### config.mk
export PLATFORM = sky130hd
export DESIGN_NAME = mmio_ctrl
export DESIGN_NICKNAME = d
export VERILOG_FILES = /design/src/rtl/mmio_ctrl.sv
export SDC_FILE = /design/constraint.sdc
export NUM_CORES = 1
export LEC_CHECK = 0
export ABC_AREA = 1
export CORE_MARGIN = 3
export CORE_UTILIZATION = 56
export DETAILED_ROUTE_END_ITERATION = 16
export GPL_TIMING_DRIVEN = 0
export PLACE_DENSITY = 0.84
export SETUP_SLACK_MARGIN = 0.2
export SLEW_MARGIN = 20
export SYNTH_ARGS = -nofsm -noshare
export SYNTH_HDL_FRONTEND = slang
export SYNTH_SLANG_ARGS = --single-unit
### constraint.sdc
create_clock -name clock -period 26.7 [get_ports clock]
set_input_delay 8.01 -clock clock [delete_from_list [all_inputs] [get_ports clock]]
set_output_delay 8.01 -clock clock [all_outputs]
set_load 0.005 [all_outputs]
### src/rtl/mmio_ctrl.sv
// mmio_ctrl: decodes processor data-memory accesses into the data RAM and a
// small I/O block made of output registers, debounced buttons with sticky
// rising-edge capture, and a free-running loadable timer. Every load returns
// one cycle after its address, whether it hit RAM, I/O or nothing.
module mmio_ctrl #(
  parameter int unsigned ADDR_WIDTH      = 12,
  parameter logic [31:0] IO_BASE         = 32'h0000_F000,
  parameter int unsigned NUM_OUT         = 2,
  parameter int unsigned NUM_BTN         = 4,
  parameter int unsigned DEBOUNCE_CYCLES = 500000
) (
  input  logic                    clock,
  input  logic                    reset,
  input  logic [31:0]             address_dmem,
  input  logic [31:0]             data,
  input  logic                    wren,
  output logic [31:0]             q_dmem,
  output logic                    ram_wEn,
  output logic [ADDR_WIDTH-1:0]   ram_addr,
  output logic [31:0]             ram_dataIn,
  input  logic [31:0]             ram_dataOut,
  input  logic [NUM_BTN-1:0]      btn,
  output logic [NUM_OUT*32-1:0]   out_regs,
  output logic                    irq
);

  localparam logic [32:0] RAM_LIMIT = 33'd1 << ADDR_WIDTH;
  localparam logic [7:0]  OFF_LEVEL = 8'h10;
  localparam logic [7:0]  OFF_EDGE  = 8'h11;
  localparam logic [7:0]  OFF_TIMER = 8'h12;

  // Counter only ever needs to reach DEBOUNCE_CYCLES-1.
  localparam int unsigned       CNT_W   = (DEBOUNCE_CYCLES > 1) ? $clog2(DEBOUNCE_CYCLES) : 1;
  localparam logic [CNT_W-1:0]  CNT_MAX = CNT_W'(DEBOUNCE_CYCLES - 1);

  // Which region the previous cycle's address hit; steers the load mux.
  typedef enum logic [1:0] {
    SEL_NONE,
    SEL_RAM,
    SEL_IO
  } sel_e;

  logic              ram_hit;
  logic              io_hit;
  logic [7:0]        offset;
  logic              wr_io;
  logic              wr_edge;
  logic              wr_timer;

  sel_e              sel_q;
  logic [31:0]       io_rdata;
  logic [31:0]       io_rdata_q;

  logic [31:0]       out_q [NUM_OUT];
  logic [31:0]       timer_q;

  logic [NUM_BTN-1:0] sync1_q;
  logic [NUM_BTN-1:0] sync2_q;
  logic [NUM_BTN-1:0] level_q;
  logic [NUM_BTN-1:0] level_d;
  logic [NUM_BTN-1:0] edge_q;
  logic [NUM_BTN-1:0] edge_d;
  logic [NUM_BTN-1:0] edge_clr;
  logic [CNT_W-1:0]   cnt_q [NUM_BTN];
  logic [CNT_W-1:0]   cnt_d [NUM_BTN];

  // Address decode; RAM wins should the two regions ever be made to overlap.
  always_comb begin
    ram_hit  = ({1'b0, address_dmem} < RAM_LIMIT);
    io_hit   = (address_dmem[31:8] == IO_BASE[31:8]) && !ram_hit;
    offset   = address_dmem[7:0];
    wr_io    = wren && io_hit;
    wr_edge  = wr_io && (offset == OFF_EDGE);
    wr_timer = wr_io && (offset == OFF_TIMER);
  end

  assign ram_addr   = address_dmem[ADDR_WIDTH-1:0];
  assign ram_dataIn = data;
  // Gate with reset so a store during reset cannot corrupt RAM.
  assign ram_wEn    = wren && ram_hit && !reset;

  for (genvar g = 0; g < NUM_OUT; g++) begin : g_out
    assign out_regs[32*g +: 32] = out_q[g];
  end

  // I/O read value from current (pre-update) state, so a read racing a write
  // returns the old contents.
  always_comb begin
    // NOTE: every always_comb output gets a default first so no path can
    // leave it unassigned and infer a latch.
    io_rdata = '0;
    for (int i = 0; i < NUM_OUT; i++) begin
      if (offset == 8'(i)) io_rdata = out_q[i];
    end
    case (offset)
      OFF_LEVEL: io_rdata = 32'(level_q);
      OFF_EDGE:  io_rdata = 32'(edge_q);
      OFF_TIMER: io_rdata = timer_q;
      default:   ;
    endcase
  end

  // Debounce and edge capture: a bit's level only follows the synchronised
  // input after it has disagreed for DEBOUNCE_CYCLES consecutive cycles.
  always_comb begin
    level_d = level_q;
    for (int i = 0; i < NUM_BTN; i++) begin
      cnt_d[i] = '0;
      if (sync2_q[i] != level_q[i]) begin
        if (cnt_q[i] == CNT_MAX) level_d[i] = sync2_q[i];
        else                     cnt_d[i]   = cnt_q[i] + 1'b1;
      end
    end
    edge_clr = wr_edge ? data[NUM_BTN-1:0] : '0;
    // A new rising edge beats a simultaneous write-1-to-clear.
    edge_d   = (edge_q & ~edge_clr) | (level_d & ~level_q);
  end

  // Button synchroniser, debounce state, sticky edges and irq.
  always_ff @(posedge clock or posedge reset) begin
    if (reset) begin
      sync1_q <= '0;
      sync2_q <= '0;
      level_q <= '0;
      edge_q  <= '0;
      irq     <= 1'b0;
      for (int i = 0; i < NUM_BTN; i++) cnt_q[i] <= '0;
    end else begin
      // NOTE: sequential state uses non-blocking assignments so every flop
      // samples pre-edge values regardless of statement order.
      sync1_q <= btn;
      sync2_q <= sync1_q;
      level_q <= level_d;
      edge_q  <= edge_d;
      irq     <= |edge_d;
      for (int i = 0; i < NUM_BTN; i++) cnt_q[i] <= cnt_d[i];
    end
  end

  // Output registers, written at the store edge.
  always_ff @(posedge clock or posedge reset) begin
    if (reset) begin
      // NOTE: this array is a handful of flops driving board pins, so it is
      // reset explicitly; the external data RAM is deliberately left alone.
      for (int i = 0; i < NUM_OUT; i++) out_q[i] <= '0;
    end else if (wr_io) begin
      for (int i = 0; i < NUM_OUT; i++) begin
        if (offset == 8'(i)) out_q[i] <= data;
      end
    end
  end

  // Free-running timer; a store loads it instead of incrementing.
  always_ff @(posedge clock or posedge reset) begin
    if (reset)         timer_q <= '0;
    else if (wr_timer) timer_q <= data;
    else               timer_q <= timer_q + 32'd1;
  end

  // Register the region select and I/O read value for the 1-cycle load path.
  always_ff @(posedge clock or posedge reset) begin
    if (reset) begin
      sel_q      <= SEL_NONE;
      io_rdata_q <= '0;
    end else begin
      if (ram_hit)     sel_q <= SEL_RAM;
      else if (io_hit) sel_q <= SEL_IO;
      else             sel_q <= SEL_NONE;
      io_rdata_q <= io_rdata;
    end
  end

  // Load data mux.
  always_comb begin
    case (sel_q)
      SEL_RAM: q_dmem = ram_dataOut;
      SEL_IO:  q_dmem = io_rdata_q;
      default: q_dmem = '0;
    endcase
  end

endmodule

After elaboration in Yosys (flattened, before gate mapping)
Index checks and enable logic that the tools add are counted.
Cells by class
  add/sub/neg operators: 5
  magnitude comparators: 1
  equality and inequality tests: 15
  multiplexer cells: 24
  bitwise logic cells: 5
  reduce and logical (&&, ||, !) cells: 12
Operators by type and width (number)
  $mux 19: 8
  $mux 32: 3
  $pmux 32 s3: 1
  $add 19x1->19 const B: 4
  $eq 19x19->1 const B: 4
  $pmux 32 s2: 1
  $add 32x1->32 const B: 1
  $lt 32x13->1 const B: 1
  $eq 24x8->1 const B: 1
  $eq 8x5->1 const B: 3
  $and 4x4->4: 2
  $eq 8x1->1 const B: 1
  $logic_not 8->1: 1
  $mux 1: 8
  $not 4->4: 2
  $logic_and 1x1->1: 6
  $mux 2: 2
  $mux 4: 1
  $ne 1x1->1: 4
  $or 4x4->4: 1
  $reduce_and 2->1: 2
  $reduce_or 4->1: 1
  $eq 2x1->1 const B: 1
  $eq 2x2->1 const B: 1
  $logic_not 1->1: 2
Word-level totals
  register bits: 223
  input port bits: 103
  output and inout bits: 142
  logic and storage cells: 76

Logic depth before layout (Yosys ltp)
Gate-level depths: netlist of run 1.
  word-level depth: 10
  depth in mapped cells: 11
  mapped depth without buffers: 11

Worst setup path after synthesis of run 1
No wires, ideal clock.
  kind: input -> output
  from: input port reset
  to: output port ram_wEn
  arrival time: 13.167 ns
  data required time: 18.690 ns
  path slack: 5.523 ns
  stages on the path: 2
  path buffers: 0
  path through: inv_1 and3_1
On the way
  word-level cells in the longest chain between the ends: 2
Ends and longest elaborated chain
  start: declaration: RTL line 13  | input logic reset,
  $logic_not 1->1 (no source line)
  $logic_and 1x1->1: RTL line 80  | assign ram_wEn = wren && ram_hit && !reset;
  end: declaration: RTL line 18  | output logic ram_wEn,
Every way passes these cells.

Final worst setup path of run 1
Same ends and word-level chain as after synthesis.

==> results of run 1 <==
==> power by group through the flow <==
stage          logic [mW]  clock network (mW)  registers [mW]
3_5_place_dp       0.0496                   0           0.349
4_1_cts            0.0501               0.335           0.342
6_report           0.0494               0.333           0.342
3_3_place_gp       0.0475                   0           0.349
2_1_floorplan      0.0193                   0           0.348
5_1_grt            0.0537               0.349           0.342
==> routing by layer <==
| layer | global-route usage (%) | share of wire (%) |
|---|---|---|
| met1 | 36.3 | 38 |
| met2 | 52.7 | 50 |
| met3 | 5.69 | 7.7 |
| met4 | 12.7 | 4.5 |
| met5 | 0 | 0 |
==> layout make-up <==
cell class	instances	area share (%)
tap	270	2.17
inverter	154	3.77
timing repair buffer	246	16.0
clock buffer	30	4.18
clock inverter	10	0.819
buffer	81	3.66
multi-input combinational	989	33.6
sequential	223	35.8
==> flip-flops by register name, summed over array words and instances, names as in the netlist, 2 cells and up <==
signal and cells:
sel_q 2, out_regs 64, sync2_q 4, timer_q 32
level_q 4, edge_q 4, io_rdata_q 32, sync1_q 4
cnt_q 76
==> worst max-delay path, stage by stage <==
cell,delay [ns]
clkdlybuf4s50_1,0.49
inv_8,0.42
buf_16,0.35
buf_16,0.37
and3_1,0.24
clkdlybuf4s50_1,0.52
==> path summary, 6_finish.rpt <==
kind                                 startpoint  cells past startpoint  slack, ns                  endpoint
max                                       reset                      6       8.16                   ram_wEn
min                        sync1_q[2]$_DFF_PP0_                      0       0.35      sync2_q[2]$_DFF_PP0_
max reg2reg                  cnt_q[0]$_DFF_PP0_                      8      24.74        cnt_q[7]$_DFF_PP0_
min reg2reg                sync1_q[2]$_DFF_PP0_                      0       0.35      sync2_q[2]$_DFF_PP0_
max in group asynchronous                 reset                      4      17.57  io_rdata_q[18]$_DFF_PP0_
min in group asynchronous                 reset                      2       7.98       cnt_q[64]$_DFF_PP0_
==> stage by stage <==
stage	instance area, um2	power (mW)	worst slack (ns)	hold slack [ns]	instances
floorplan	12000	0.367	5.52	0.331	1447
global placement	14700	0.396	2.82	0.335	1961
detailed placement	14800	0.398	8.12	0.340	1963
CTS	15600	0.728	8.11	0.353	2003
global route	15600	0.746	7.96	0.366	2003
finish	15600	0.725	8.16	0.349	2003
==> cell families (layout without fill, tap and decap cells) <==
group,Yosys count,after routing
simple gates,715,715
buf+inv,235,521
compound gates,225,225
flops,223,223
xor+xnor,42,42
fa+ha+maj,7,7
==> cell usage in the layout (no fill, tap or decap), types with 7 or more instances in the layout <==
cell type,Yosys,final
nand2_1,372,372
clkdlybuf4s50_1,0,244
dfrtp_1,223,223
inv_1,150,149
nor2_1,127,127
a21oi_1,67,67
nand3_1,51,51
o21ai_2,49,49
nand4_1,44,44
buf_4,44,44
o21ai_0,39,39
nor3_1,37,37
xor2_1,36,36
o21ai_1,30,30
o211ai_1,25,25
clkbuf_16,0,23
clkbuf_1,14,16
nor2_4,15,15
nand2_2,12,12
buf_6,12,12
nand3_2,11,11
buf_2,9,9
nor3_2,9,9
clkinv_2,1,7
nor3b_1,7,7
ha_1,7,7
==> reports/qor.yml, run 1 <==
drt-total-wl_um: 35700
fin_tns_setup_ns: 0
clockBufferDepth: 3
worst_pin_slew_ns: 0.815
hold_class: "reg2reg"
synth_top_family_by_area: "simple AND/OR/NAND/NOR gates"
yosysMostFrequentCell: "nand2_1"
drtAntennaViolNets: 0
ctsHoldBuffers: 0
cts.sinks: 223
nets: 1828
synth_xor_area_share_pct: 3.08
design.core.area_um2: 20600
max_cap_viol_count: 0
synthMuxAreaShare_pct: 0
post_cts_resized: 0
relSlewSlack_pct: 45.6
power.share.sequential_pct: 47.2
critPathKind: "in2out"
yosysSeqAreaShare_pct: 46.7
mappedNetlistArea_um2: 12000
cellLeakagePower_nw: 6.68
overflow: 0
cts_tree: "yes"
io_pins: 245
synth_adder_area_share_pct: 0.732
multi_input_area_um2: 5230
syn2layout_area_growth_pct: 30.3
drt-initial-drc-count: 853
synth_warnings: 0
synth_seq_cells: 223
via_count: 11200
rsz0062_at_grt: "no"
synth_cell_type_count: 48
yosys.area_share.simple_pct: 28.2
row_count: 52
fin_util_pct: 75.5
die_w_um: 152
gp_congestion: 0.942
switching_share_pct: 21.8
syn_inst: 1447
synth-edff-count: 0
required_ns: 18.69
die_area_um2: 23100
finClkSkew_ns: 0.0103
syn_avg_cell_area_um2: 8.26
post_cts_buffers: 0
synth_top_area_share_pct: 46.7
netlist_top_cells_count: "372 x nand2_1, 223 x dfrtp_1, 150 x inv_1, 127 x nor2_1, 67 x a21oi_1"
cp_data_arrival_time_ns: 10.53
ff_latch_area_um2: 5580
nFillCells: 1490
hpwl_um: 26400
routedWlPerCell_um: 17.8
drt_first_pass_iters: 5
synth_flop_cell: "dfrtp_1"
status: "complete, no violations"
p_per_area_nw_per_um2: 46.5
internal_power_mw: 0.567
drive_gt1_share_pct: 13.1
grt_max_degree: 87
finalSetupViolations: 0
p_sw_mw: 0.158
path_clk_slew_ns: 0.06
yosys.area.top_type: "dfrtp_1"
antenna_found_initial: 0
critPathLaunchType: "input port"
root_buffer: "clkbuf_16"
clk-insertion-delay-late_ns: 0.51
period_share_pct: 69.4
synth-compound-area-share_pct: 11.7
die_y_um: 152
hold_violations: 0
cts_buffers: 23
pwr-share-clk_pct: 46.0
grt.total_usage_pct: 30.0
drc: 0
max_freq_mhz: 53.9
via_per_inst: 5.58
async_flop_share_pct: 100
cts_max_level: 1
slew_viol_final: 0
synth_area_leaders: "dfrtp_1 47%, nand2_1 12%, inv_1 4.7%"
grt_pass1_vias: 11200
initial_core_util_pct: 58.0
max-vdd-ir-drop_mv: 0.0481
min_period_ns: 18.54
insertedDiodeCount: 0
cp-end-kind: "output port"
port_buffers: 244
grt_pass1_wl_um: 57100
pwr-share-comb_pct: 6.8
worst-path-max-fanout: 86
syn_nets: 1557
(Power assumes the default switching activity.)
==> run 2: changes to the inputs <==
Settings changed: CORE_UTILIZATION 56 to 52, PLACE_DENSITY 0.84 to 0.79.
Clock period 26.7 ns to 18.1 ns, I/O delays scaled along.
==> reports/qor.yml, run 2 (synthesis gave the netlist of run 1 again) <==
status: "complete, no violations"
nFillCells: 1747  # +17%
cp_num_cells: 8  # +2
rsz0062_at_grt: "no"
hold_class: "reg2reg"
row_count: 54  # +3.8%
p_sw_mw: 0.237  # +50%
internal_power_mw: 0.824  # +45%
gp_congestion: 0.930  # -1.3%
top_register: "cnt_q"
overflow: 0  # unchanged
cp_data_arrival_time_ns: 7.25  # -3.28 ns
antenna_found_initial: 0  # unchanged
path_delay_family: "buffers and inverters"
insertedDiodeCount: 0  # unchanged
post_cts_resized: 0  # unchanged
worst-path-max-fanout: 2  # -98%
path_clk_slew_ns: 0.06  # about the same
slew_viol_final: 0  # unchanged
hold_violations: 0  # unchanged
switching_share_pct: 22.3  # +0.48 points
crit_chain: "clkdlybuf4s50_1, nor2_1, nand2_1, nor2_1, nand2_2, nor3_1, and3_1, clkdlybuf4s50_1"
routedWlPerCell_um: 17.4  # -2.4%
relSlewSlack_pct: 49.5  # +3.9 points
port_buffers: 244  # unchanged
fin_util_pct: 70.1  # -5.4 points
cts.sinks: 223  # unchanged
p_per_area_nw_per_um2: 68.1  # +46%
finClkSkew_ns: 0.00857  # -0.00172 ns
worst_pin_slew_ns: 0.755  # -0.0607 ns
die_w_um: 158  # +3.6%
drc: 0  # unchanged
drtAntennaViolNets: 0  # unchanged
die_y_um: 158  # +3.6%
hold_slack_ns: 0.346  # -0.00238 ns
grt.total_usage_pct: 27.7  # -2.3 points
die_area_um2: 24900  # +7.4%
min_period_ns: 12.68
grt_max_degree: 81  # -6.9%
worstSetupStartpoint: "address_dmem[29]"
drive_gt1_share_pct: 13.0  # -0.14 points
pwr-share-comb_pct: 6.9  # about the same
critPathKind: "in2out"
period_share_pct: 70.1
syn2layout_area_growth_pct: 30.3  # about the same
design.core.area_um2: 22200  # +7.8%
placed_cells: 1973  # +0.51%
grt_pass1_vias: 10800  # -3.0%
initial_core_util_pct: 53.8  # -4.2 points
pwr-share-clk_pct: 45.5  # -0.5 points
io_pins: 245  # unchanged
cellLeakagePower_nw: 6.67  # -0.13%
root_buffer: "clkbuf_16"
reg2reg_depth: 8  # unchanged
max-vdd-ir-drop_mv: 0.0727  # +51%
drt-total-wl_um: 35000  # -1.8%
finalSetupViolations: 0  # unchanged
instances_no_fill: 2016  # +0.65%
cts_max_level: 1  # unchanged
nets: 1829  # +0.055%
clk-insertion-delay-late_ns: 0.51  # about the same
dpl_cell_area_um2: 14800  # about the same
critPathLaunchType: "input port"
power.share.sequential_pct: 47.6  # +0.4 points
largest_reg_flops: 76  # unchanged
max_cap_viol_count: 0  # unchanged
drt_first_pass_iters: 5  # unchanged
final_cell_mix: "372 x nand2_1, 244 x clkdlybuf4s50_1, 223 x dfrtp_1, 149 x inv_1, 127 x nor2_1"
fin_tns_setup_ns: 0  # unchanged
required_ns: 12.67  # -6.02 ns
crit_buf_inv: 2  # -3
r2r_slack_ns: 16.15  # -8.59 ns
ctsHoldBuffers: 0  # unchanged
cts_tree: "yes"
hpwl_um: 26500  # +0.40%
via_count: 10900  # -2.9%
grt_pass1_wl_um: 54900  # -3.9%
clockBufferDepth: 3  # unchanged
timing.rr.end: "cnt_q[73]$_DFF_PP0_"
via_per_inst: 5.38  # -3.5%
critPathSlowestCell: "clkdlybuf4s50_1"
endpoint: "ram_wEn"
stdcell_area_um2: 15600  # about the same
max_freq_mhz: 78.8
final_common_cell: "nand2_1"
post_cts_buffers: 0  # unchanged
cts_buffers: 24  # +4.3%
cp-end-kind: "output port"
max_stage_delay_ns: 0.53  # about the same
crit-reg2reg-launch: "cnt_q[57]$_DFF_PP0_"
drt-initial-drc-count: 679  # -20%
[run 2: changes by cell type in the layout (fill, tap and decap cells not counted)]
cell       previous run  this run
bufinv_16             3         1
clkbuf_8              5         4
clkbuf_1             16        21
clkinv_2              7         6
clkbuf_16            23        25
[run 2: routing by layer]
metal,up-vias,GRT usage [%],part of all wire (%)
met5,-,0,0
met3,92,5.30,8.0
met1,5067,34.5,40
met4,0,10.5,3.7
li1,5247,-,-
met2,448,48.2,48
[run 2: how the worst min path moves through the flow]
| stage | cells past startpoint | end | start | slack [ns] |
|---|---|---|---|---|
| 2_1_floorplan | 0 | sync2_q[0]$_DFF_PP0_ | sync1_q[0]$_DFF_PP0_ | 0.33 |
| 3_3_place_gp | 0 | sync2_q[0]$_DFF_PP0_ | sync1_q[0]$_DFF_PP0_ | 0.34 |
| 3_5_place_dp | 0 | sync2_q[0]$_DFF_PP0_ | sync1_q[0]$_DFF_PP0_ | 0.34 |
| 4_1_cts | 0 | sync2_q[0]$_DFF_PP0_ | sync1_q[0]$_DFF_PP0_ | 0.35 |
| 5_1_grt | 0 | sync2_q[0]$_DFF_PP0_ | sync1_q[0]$_DFF_PP0_ | 0.36 |
| 6_report | 0 | sync2_q[0]$_DFF_PP0_ | sync1_q[0]$_DFF_PP0_ | 0.35 |
[run 2: power by group through the flow]
stage | Clock, mW | Sequential (mW) | Combinational (mW)
floorplan | 0 | 0.513 | 0.0285
global placement | 0 | 0.514 | 0.0710
detailed placement | 0 | 0.514 | 0.0737
finish | 0.483 | 0.505 | 0.0729
CTS | 0.488 | 0.505 | 0.0741
global route | 0.511 | 0.505 | 0.0797
[run 2: layout make-up]
class                      count  area, um2  area share (%)
multi-input combinational    989       5230            33.5
clock buffer                  36        707            4.54
buffer                        81        571            3.66
sequential                   223       5580            35.8
clock inverter                 7       62.6           0.401
inverter                     154        587            3.77
tap                          280        350            2.25
timing repair buffer         246       2500            16.0
[run 2: per-stage QoR]
stage	power, mW	setup WS [ns]
2_1_floorplan	0.542	2.08
3_3_place_gp	0.585	-0.682
3_5_place_dp	0.588	5.45
4_1_cts	1.07	5.42
5_1_grt	1.10	5.26
6_report	1.06	5.42
[run 2: worst register-to-register path: stages (launching register included)]
cell	delay, ns
dfrtp_1	0.41
ha_1	0.31
nand4_1	0.17
nor2_1	0.16
nand2_1	0.15
nor3_2	0.30
nand2_1	0.12
o21ai_0	0.16
a21oi_1	0.06
